**config.mk**
```make
export PLATFORM = sky130hd
export DESIGN_NAME = mouse_packet_decoder
export DESIGN_NICKNAME = d
export VERILOG_FILES = /design/src/rtl/mouse_packet_decoder_pkg.sv /design/src/rtl/mouse_packet_decoder_axis.sv /design/src/rtl/mouse_packet_decoder.sv
export SDC_FILE = /design/constraint.sdc
export NUM_CORES = 1
export LEC_CHECK = 0
export BUFFER_PORTS_ARGS = -buffer_cell sky130_fd_sc_hd__buf_2
export CORE_UTILIZATION = 55
export CTS_CLUSTER_DIAMETER = 150
export DETAILED_ROUTE_END_ITERATION = 10
export PLACE_DENSITY = 0.76
export SLEW_MARGIN = 25
export SYNTH_ARGS = -nofsm -noshare
export SYNTH_HDL_FRONTEND = slang
export SYNTH_SLANG_ARGS = --single-unit
export TNS_END_PERCENT = 1
```
**constraint.sdc**
```tcl
create_clock -name clk -period 3.75 [get_ports clk]
set_clock_uncertainty 0.05 [all_clocks]
set_input_delay 0 -clock clk [delete_from_list [all_inputs] [get_ports clk]]
set_output_delay 0 -clock clk [all_outputs]
set_load 0.02 [all_outputs]
```
**src/rtl/mouse_packet_decoder_pkg.sv**
```systemverilog
`default_nettype none
// ============================================================================
//  Module   : mouse_packet_decoder_pkg
//  Purpose  : Shared packet-FSM encoding and PS/2 status-byte bit positions.
//  Revision : 1.0
// ============================================================================
package mouse_packet_decoder_pkg;

    localparam logic [2:0] ST_B0    = 3'd0;
    localparam logic [2:0] ST_B1    = 3'd1;
    localparam logic [2:0] ST_B2    = 3'd2;
    localparam logic [2:0] ST_B3    = 3'd3;
    localparam logic [2:0] ST_APPLY = 3'd4;

    localparam int BTN_L = 0;
    localparam int BTN_R = 1;
    localparam int BTN_M = 2;
    localparam int SYNC  = 3;
    localparam int XS    = 4;
    localparam int YS    = 5;
    localparam int XO    = 6;
    localparam int YO    = 7;

    // Raw PS/2 movement delta: sign bit from the status byte plus 8 data bits.
    localparam int DELTA_W = 9;

endpackage
`default_nettype wire

```
**src/rtl/mouse_packet_decoder_axis.sv**
```systemverilog
`default_nettype none
// ============================================================================
//  Module   : mouse_axis_accum
//  Purpose  : One cursor axis: scale a raw delta, accumulate, clamp to [0,MAX].
//  Revision : 1.0
// ============================================================================
module mouse_axis_accum
    import mouse_packet_decoder_pkg::*;
#(
    parameter int W      = 10,
    parameter int MAX    = 639,
    parameter int INIT   = 320,
    parameter int SHIFT  = 0,
    parameter int INVERT = 0
) (
    input  logic               clk,
    input  logic               rst,
    input  logic               load,
    input  logic               zero,
    input  logic [DELTA_W-1:0] delta,
    output logic [W-1:0]       pos
);

    localparam int AW = W + 2;
    localparam logic signed [AW-1:0] c_max = AW'(MAX);

    logic signed [AW-1:0] w_ext;
    logic signed [AW-1:0] w_shift;
    logic signed [AW-1:0] w_step;
    logic signed [AW-1:0] w_sum;
    logic        [W-1:0]  w_next;

    assign w_ext   = {{(AW-DELTA_W){delta[DELTA_W-1]}}, delta};
    assign w_shift = w_ext >>> SHIFT;

    always_comb begin
        w_step = w_shift;
        if (zero)
            w_step = '0;
        // Y is screen-down positive while PS/2 reports up-positive.
        if (INVERT != 0)
            w_sum = $signed({2'b00, pos}) - w_step;
        else
            w_sum = $signed({2'b00, pos}) + w_step;
        w_next = w_sum[W-1:0];
        if (w_sum < 0)
            w_next = '0;
        else if (w_sum > c_max)
            w_next = c_max[W-1:0];
    end

    always_ff @(posedge clk or negedge rst) begin
        if (!rst)
            pos <= W'(INIT);
        else if (load)
            pos <= w_next;
    end

endmodule
`default_nettype wire

```
**src/rtl/mouse_packet_decoder.sv**
```systemverilog
`default_nettype none
// ============================================================================
//  Module   : mouse_packet_decoder
//  Purpose  : Assemble PS/2 mouse packets, resync on timeout, track cursor.
//  Revision : 1.0
// ============================================================================
module mouse_packet_decoder
    import mouse_packet_decoder_pkg::*;
#(
    parameter int WHEEL_MODE = 0,
    parameter int X_W        = 10,
    parameter int Y_W        = 9,
    parameter int X_MAX      = 639,
    parameter int Y_MAX      = 479,
    parameter int X_INIT     = 320,
    parameter int Y_INIT     = 240,
    parameter int SHIFT      = 0,
    parameter int TIMEOUT    = 50000
) (
    input  logic           clk,
    input  logic           rst,
    input  logic           mouseReady,
    input  logic [7:0]     mouseData,
    output logic           decodeReady,
    output logic [X_W-1:0] mouseX,
    output logic [Y_W-1:0] mouseY,
    output logic [8:0]     mousevx,
    output logic [8:0]     mousevy,
    output logic [2:0]     mousebtn,
    output logic [2:0]     mousepress,
    output logic [3:0]     mousewheel,
    output logic           sync_err
);

    localparam int TMR_W = $clog2(TIMEOUT + 1);

    logic [2:0]       r_state;
    logic             r_ready_prev;
    logic [TMR_W-1:0] r_timer;
    logic [2:0]       r_btn_new;
    logic             r_xs, r_ys, r_xo, r_yo;
    logic [7:0]       r_xbyte, r_ybyte;
    logic [3:0]       w_wheel;
    logic             w_accept;
    logic             w_apply;
    logic             w_timeout;

    assign w_accept  = mouseReady & ~r_ready_prev;
    assign w_apply   = (r_state == ST_APPLY);
    assign w_timeout = (r_timer == TMR_W'(TIMEOUT - 1));

    generate
        if (WHEEL_MODE != 0) begin : g_wheel
            logic [3:0] r_wheel_nib;
            always_ff @(posedge clk or negedge rst) begin
                if (!rst)
                    r_wheel_nib <= '0;
                else if (r_state == ST_B3 && w_accept)
                    r_wheel_nib <= mouseData[3:0];
            end
            assign w_wheel = r_wheel_nib;
        end else begin : g_no_wheel
            assign w_wheel = 4'd0;
        end
    endgenerate

    always_ff @(posedge clk or negedge rst) begin
        if (!rst) begin
            r_state      <= ST_B0;
            r_ready_prev <= 1'b0;
            r_timer      <= '0;
            r_btn_new    <= '0;
            r_xs         <= 1'b0;
            r_ys         <= 1'b0;
            r_xo         <= 1'b0;
            r_yo         <= 1'b0;
            r_xbyte      <= '0;
            r_ybyte      <= '0;
            decodeReady  <= 1'b0;
            mousevx      <= '0;
            mousevy      <= '0;
            mousebtn     <= '0;
            mousepress   <= '0;
            mousewheel   <= '0;
            sync_err     <= 1'b0;
        end else begin
            decodeReady <= 1'b0;
            mousepress  <= '0;
            sync_err    <= 1'b0;
            // An edge arriving during APPLY is held so B0 sees it next cycle.
            if (!(w_apply && w_accept))
                r_ready_prev <= mouseReady;

            case (r_state)
                ST_B0: begin
                    r_timer <= '0;
                    if (w_accept) begin
                        if (mouseData[SYNC]) begin
                            r_btn_new <= {mouseData[BTN_M], mouseData[BTN_R], mouseData[BTN_L]};
                            r_xs      <= mouseData[XS];
                            r_ys      <= mouseData[YS];
                            r_xo      <= mouseData[XO];
                            r_yo      <= mouseData[YO];
                            r_state   <= ST_B1;
                        end else begin
                            sync_err <= 1'b1;
                        end
                    end
                end
                ST_B1, ST_B2, ST_B3: begin
                    if (w_accept) begin
                        r_timer <= '0;
                        if (r_state == ST_B1) begin
                            r_xbyte <= mouseData;
                            r_state <= ST_B2;
                        end else if (r_state == ST_B2) begin
                            r_ybyte <= mouseData;
                            r_state <= (WHEEL_MODE != 0) ? ST_B3 : ST_APPLY;
                        end else begin
                            r_state <= ST_APPLY;
                        end
                    end else if (w_timeout) begin
                        r_timer  <= '0;
                        r_state  <= ST_B0;
                        sync_err <= 1'b1;
                    end else begin
                        r_timer <= r_timer + TMR_W'(1);
                    end
                end
                ST_APPLY: begin
                    decodeReady <= 1'b1;
                    mousevx     <= {r_xs, r_xbyte};
                    mousevy     <= {r_ys, r_ybyte};
                    mousebtn    <= r_btn_new;
                    mousepress  <= r_btn_new & ~mousebtn;
                    mousewheel  <= w_wheel;
                    r_state     <= ST_B0;
                end
                default: r_state <= ST_B0;
            endcase
        end
    end

    mouse_axis_accum #(
        .W      (X_W),
        .MAX    (X_MAX),
        .INIT   (X_INIT),
        .SHIFT  (SHIFT),
        .INVERT (0)
    ) u_axis_x (
        .clk    (clk),
        .rst    (rst),
        .load   (w_apply),
        .zero   (r_xo),
        .delta  ({r_xs, r_xbyte}),
        .pos    (mouseX)
    );

    mouse_axis_accum #(
        .W      (Y_W),
        .MAX    (Y_MAX),
        .INIT   (Y_INIT),
        .SHIFT  (SHIFT),
        .INVERT (1)
    ) u_axis_y (
        .clk    (clk),
        .rst    (rst),
        .load   (w_apply),
        .zero   (r_yo),
        .delta  ({r_ys, r_ybyte}),
        .pos    (mouseY)
    );

endmodule
`default_nettype wire

```
==> reports/qor.yml <==
critical_path:
  critPathCaptureType: "flop"
  crit_slowest_cell: "dfrtp_1"
  crit_path_max_fanout: 10
  r2r_setup_slack_ns: 0.73
  cp-start-kind: "flop"
  worstPathRequired_ns: 3.96
  path_cells: "nor2b_1 > ha_1 > inv_1 > fa_1 > nor2b_4 > o31a_1 > o22ai_1 > a221o_1 > a211o_1 > a311oi_1"
  crit_type: "reg -> reg"
  worstPathArrival_ns: 3.23
  cpPeakStageDelay_ns: 0.49
floorplanning:
  die_w_um: 96.2
  std_cell_rows: 34
  die_area_um2: 9260
  die_h_um: 96.2
  ios: 60
  start_util_pct: 56.5
  fp.coreArea_um2: 8640
sta:
  slew-limit-headroom_pct: 47.4
  maxSlewViolCount: 0
  report.final.setup_viol: 0
  fin_crit_sh_pct: 80.6
  rsz0062_at_grt: "no"
  period_needed_ns: 3.02
  max_freq_ghz: 0.331
  setup_slack_ns: 0.727
  finalSetupTns_ns: 0
  timing.hold.ws_ns: 0.181
  worstMarginPinSlew_ns: 0.788
  hold_viol_final: 0
cells_and_area:
  fin_util_pct: 63.9
  nets: 611
  drive_gt1_share_pct: 19.3
  area_growth_pct: 13.0
  diodes: 0
synthesis:
  syn_avg_cell_area_um2: 9.46
  synth_top_area_share_pct: 42.0
  syn_area_um2: 4880
  synthTopCellsByCount: "103 x nand2_1, 82 x dfrtp_1, 37 x o21ai_0, 29 x nor2_1, 24 x a21oi_1"
  synth_largest_area_cell: "dfrtp_1"
  synth.most_common_cell: "nand2_1"
  synth_area_leaders: "dfrtp_1 42%, nand2_1 7.9%, ha_1 5.6%"
  synth_cell_type_count: 64
  yosys_warnings: 0
  ys_async_sr_fraction_pct: 100
  syn-instance-count: 516
  synth-edff-count: 0
  synth-main-ff-cell: "dfrtp_1"
  synth_seq_cells: 88
  synth-seq-area-share_pct: 45.3
grt:
  grt_pass1_vias: 3871
  track_usage_pct: 26.0
  antenna_found_initial: 0
  grt_overflow_total: 0
  grt_max_degree: 89
  grt_pass1_wl_um: 18400
power_and_ir_drop:
  irDropWorstVdd_v: 0.000335
  pwr_density_cell_nw_per_um2: 606
  leakage_nw: 2.65
detailed_routing:
  dr.pass1.iters: 5
  drt-total-wl_um: 11200
  num_vias: 4062
  ant_nets: 0
  wl_per_cell_um: 16.2
  via_per_inst: 5.90
  drc: 0
  drt_iter0_drc: 177
placed_design:
  post-place-ws_ns: 0.780
  gp_congestion: 1.03
  hpwl_um: 7920
  portBuffers: 55
clock_network:
  clkLatencyLatePin_ns: 0.37
  clk_pin_slew_ns: 0.10
  cts_resized: 0
  cts_sinks: 88
  cts-root-buf: "clkbuf_8"
  cts_setup_buffers: 0
  htree_levels: 3
  cts_buffers: 9
  cts_tree: "built"
  clk_path_buf_depth: 2
run_status:
  outcome: "finished clean"
min_path:
  hold_class: "in -> async"
job:
  maxCapViolations: 0
registers in the layout (all words and copies together), names as in the netlist:
| signal | flops |
|---|---|
| r_xs | 1 |
| r_timer | 16 |
| r_ys | 1 |
| r_xo | 1 |
| r_ybyte | 8 |
| mousevx | 9 |
| mousevy | 9 |
| u_axis_y.pos | 9 |
| sync_err | 1 |
| r_xbyte | 8 |
| mousebtn | 3 |
| r_btn_new | 3 |
| mousepress | 3 |
| decodeReady | 1 |
| r_ready_prev | 1 |
| r_yo | 1 |
| r_state | 3 |
| u_axis_x.pos | 10 |
power breakdown:
group | leakage [nW] | internal (mW) | switching (mW)
registers | 1.16 | 1.09 | 0.116
clock network | 0.0999 | 0.262 | 0.387
logic | 1.39 | 0.606 | 0.886
logic make-up (layout without fill, tap and decap cells):
group	after synthesis	after routing	share of synthesized area [%]
simple gates	204	204	19.8
xor+xnor	14	14	2.51
compound gates	126	126	17.3
other cells	1	4	0.0768
buf+inv	36	98	3.31
flops	88	88	45.3
mux	23	23	5.31
fa+ha+maj	24	24	6.46
cell usage in the layout, fill, tap and decap left out, types with 5 or more instances in the layout:
| cell | instances |
|---|---|
| nand2_1 | 103 |
| dfrtp_1 | 82 |
| buf_2 | 54 |
| o21ai_0 | 37 |
| nor2_1 | 29 |
| a21oi_1 | 24 |
| mux2_2 | 23 |
| ha_1 | 22 |
| inv_1 | 13 |
| nor2b_1 | 12 |
| nand2b_1 | 10 |
| dlygate4sd3_1 | 10 |
| xnor2_1 | 9 |
| clkbuf_8 | 9 |
| nand3_1 | 8 |
| a211oi_1 | 8 |
| o21a_1 | 7 |
| a311oi_1 | 7 |
| nor3_1 | 6 |
| dfstp_2 | 6 |
| and2_1 | 5 |
| a21o_1 | 5 |
| and3_1 | 5 |
| xor2_1 | 5 |
| nand4_1 | 5 |
final cells by class:
cell class                      count  area (um^2)
Clock inverter                      7         71.3
Sequential cell                    88         2210
Tap cell                          108          135
Clock buffer                        9          124
Timing Repair Buffer               68          404
Fill cell                         739         3120
Inverter                           14         52.6
Multi-Input combinational cell    395         2520
layer usage:
layer / track usage [%] / wire (um) / vias up
li1: - / - / 1952
met1: 34.3 / 5020 / 1976
met2: 42.9 / 5380 / 112
met3: 5.45 / 563 / 22
met4: 7.96 / 201 / 0
met5: 0 / 0 / -
worst max-delay path: cells and delay by family, from the launching register on:
family          cells  cell delay, ns
fa+ha+maj           2            0.64
compound gates      5            1.37
flops               1            0.49
simple gates        2            0.30
buf+inv             1            0.07
repair_timing:
action                                  in CTS  in global routing
hold buffers                                10                  0
endpoints found under the setup margin       0                  0
endpoints found under the hold margin      107                  0
path summary, 6_finish.rpt:
check	cells after the start	from	endpoint
worst max-delay path	10	r_xo	u_axis_x.pos[0]
worst min-delay path	2	rst	u_axis_y.pos[8]
worst max register to register	10	r_xo	u_axis_x.pos[0]
worst min register to register	1	mousebtn[2]	mousepress[2]
max in group asynchronous	2	rst	r_timer[11]
min in group clk	3	mouseReady	r_ready_prev
through the flow:
step,cell area [um^2],power (mW),instances
after floorplan,4890,2.31,519
after global placement,5220,2.62,663
after detailed placement,5220,2.67,663
after CTS,5520,3.34,689
after global routing,5520,3.56,689
final,5520,3.34,689
Note: power is estimated with default switching activity, not from simulation.
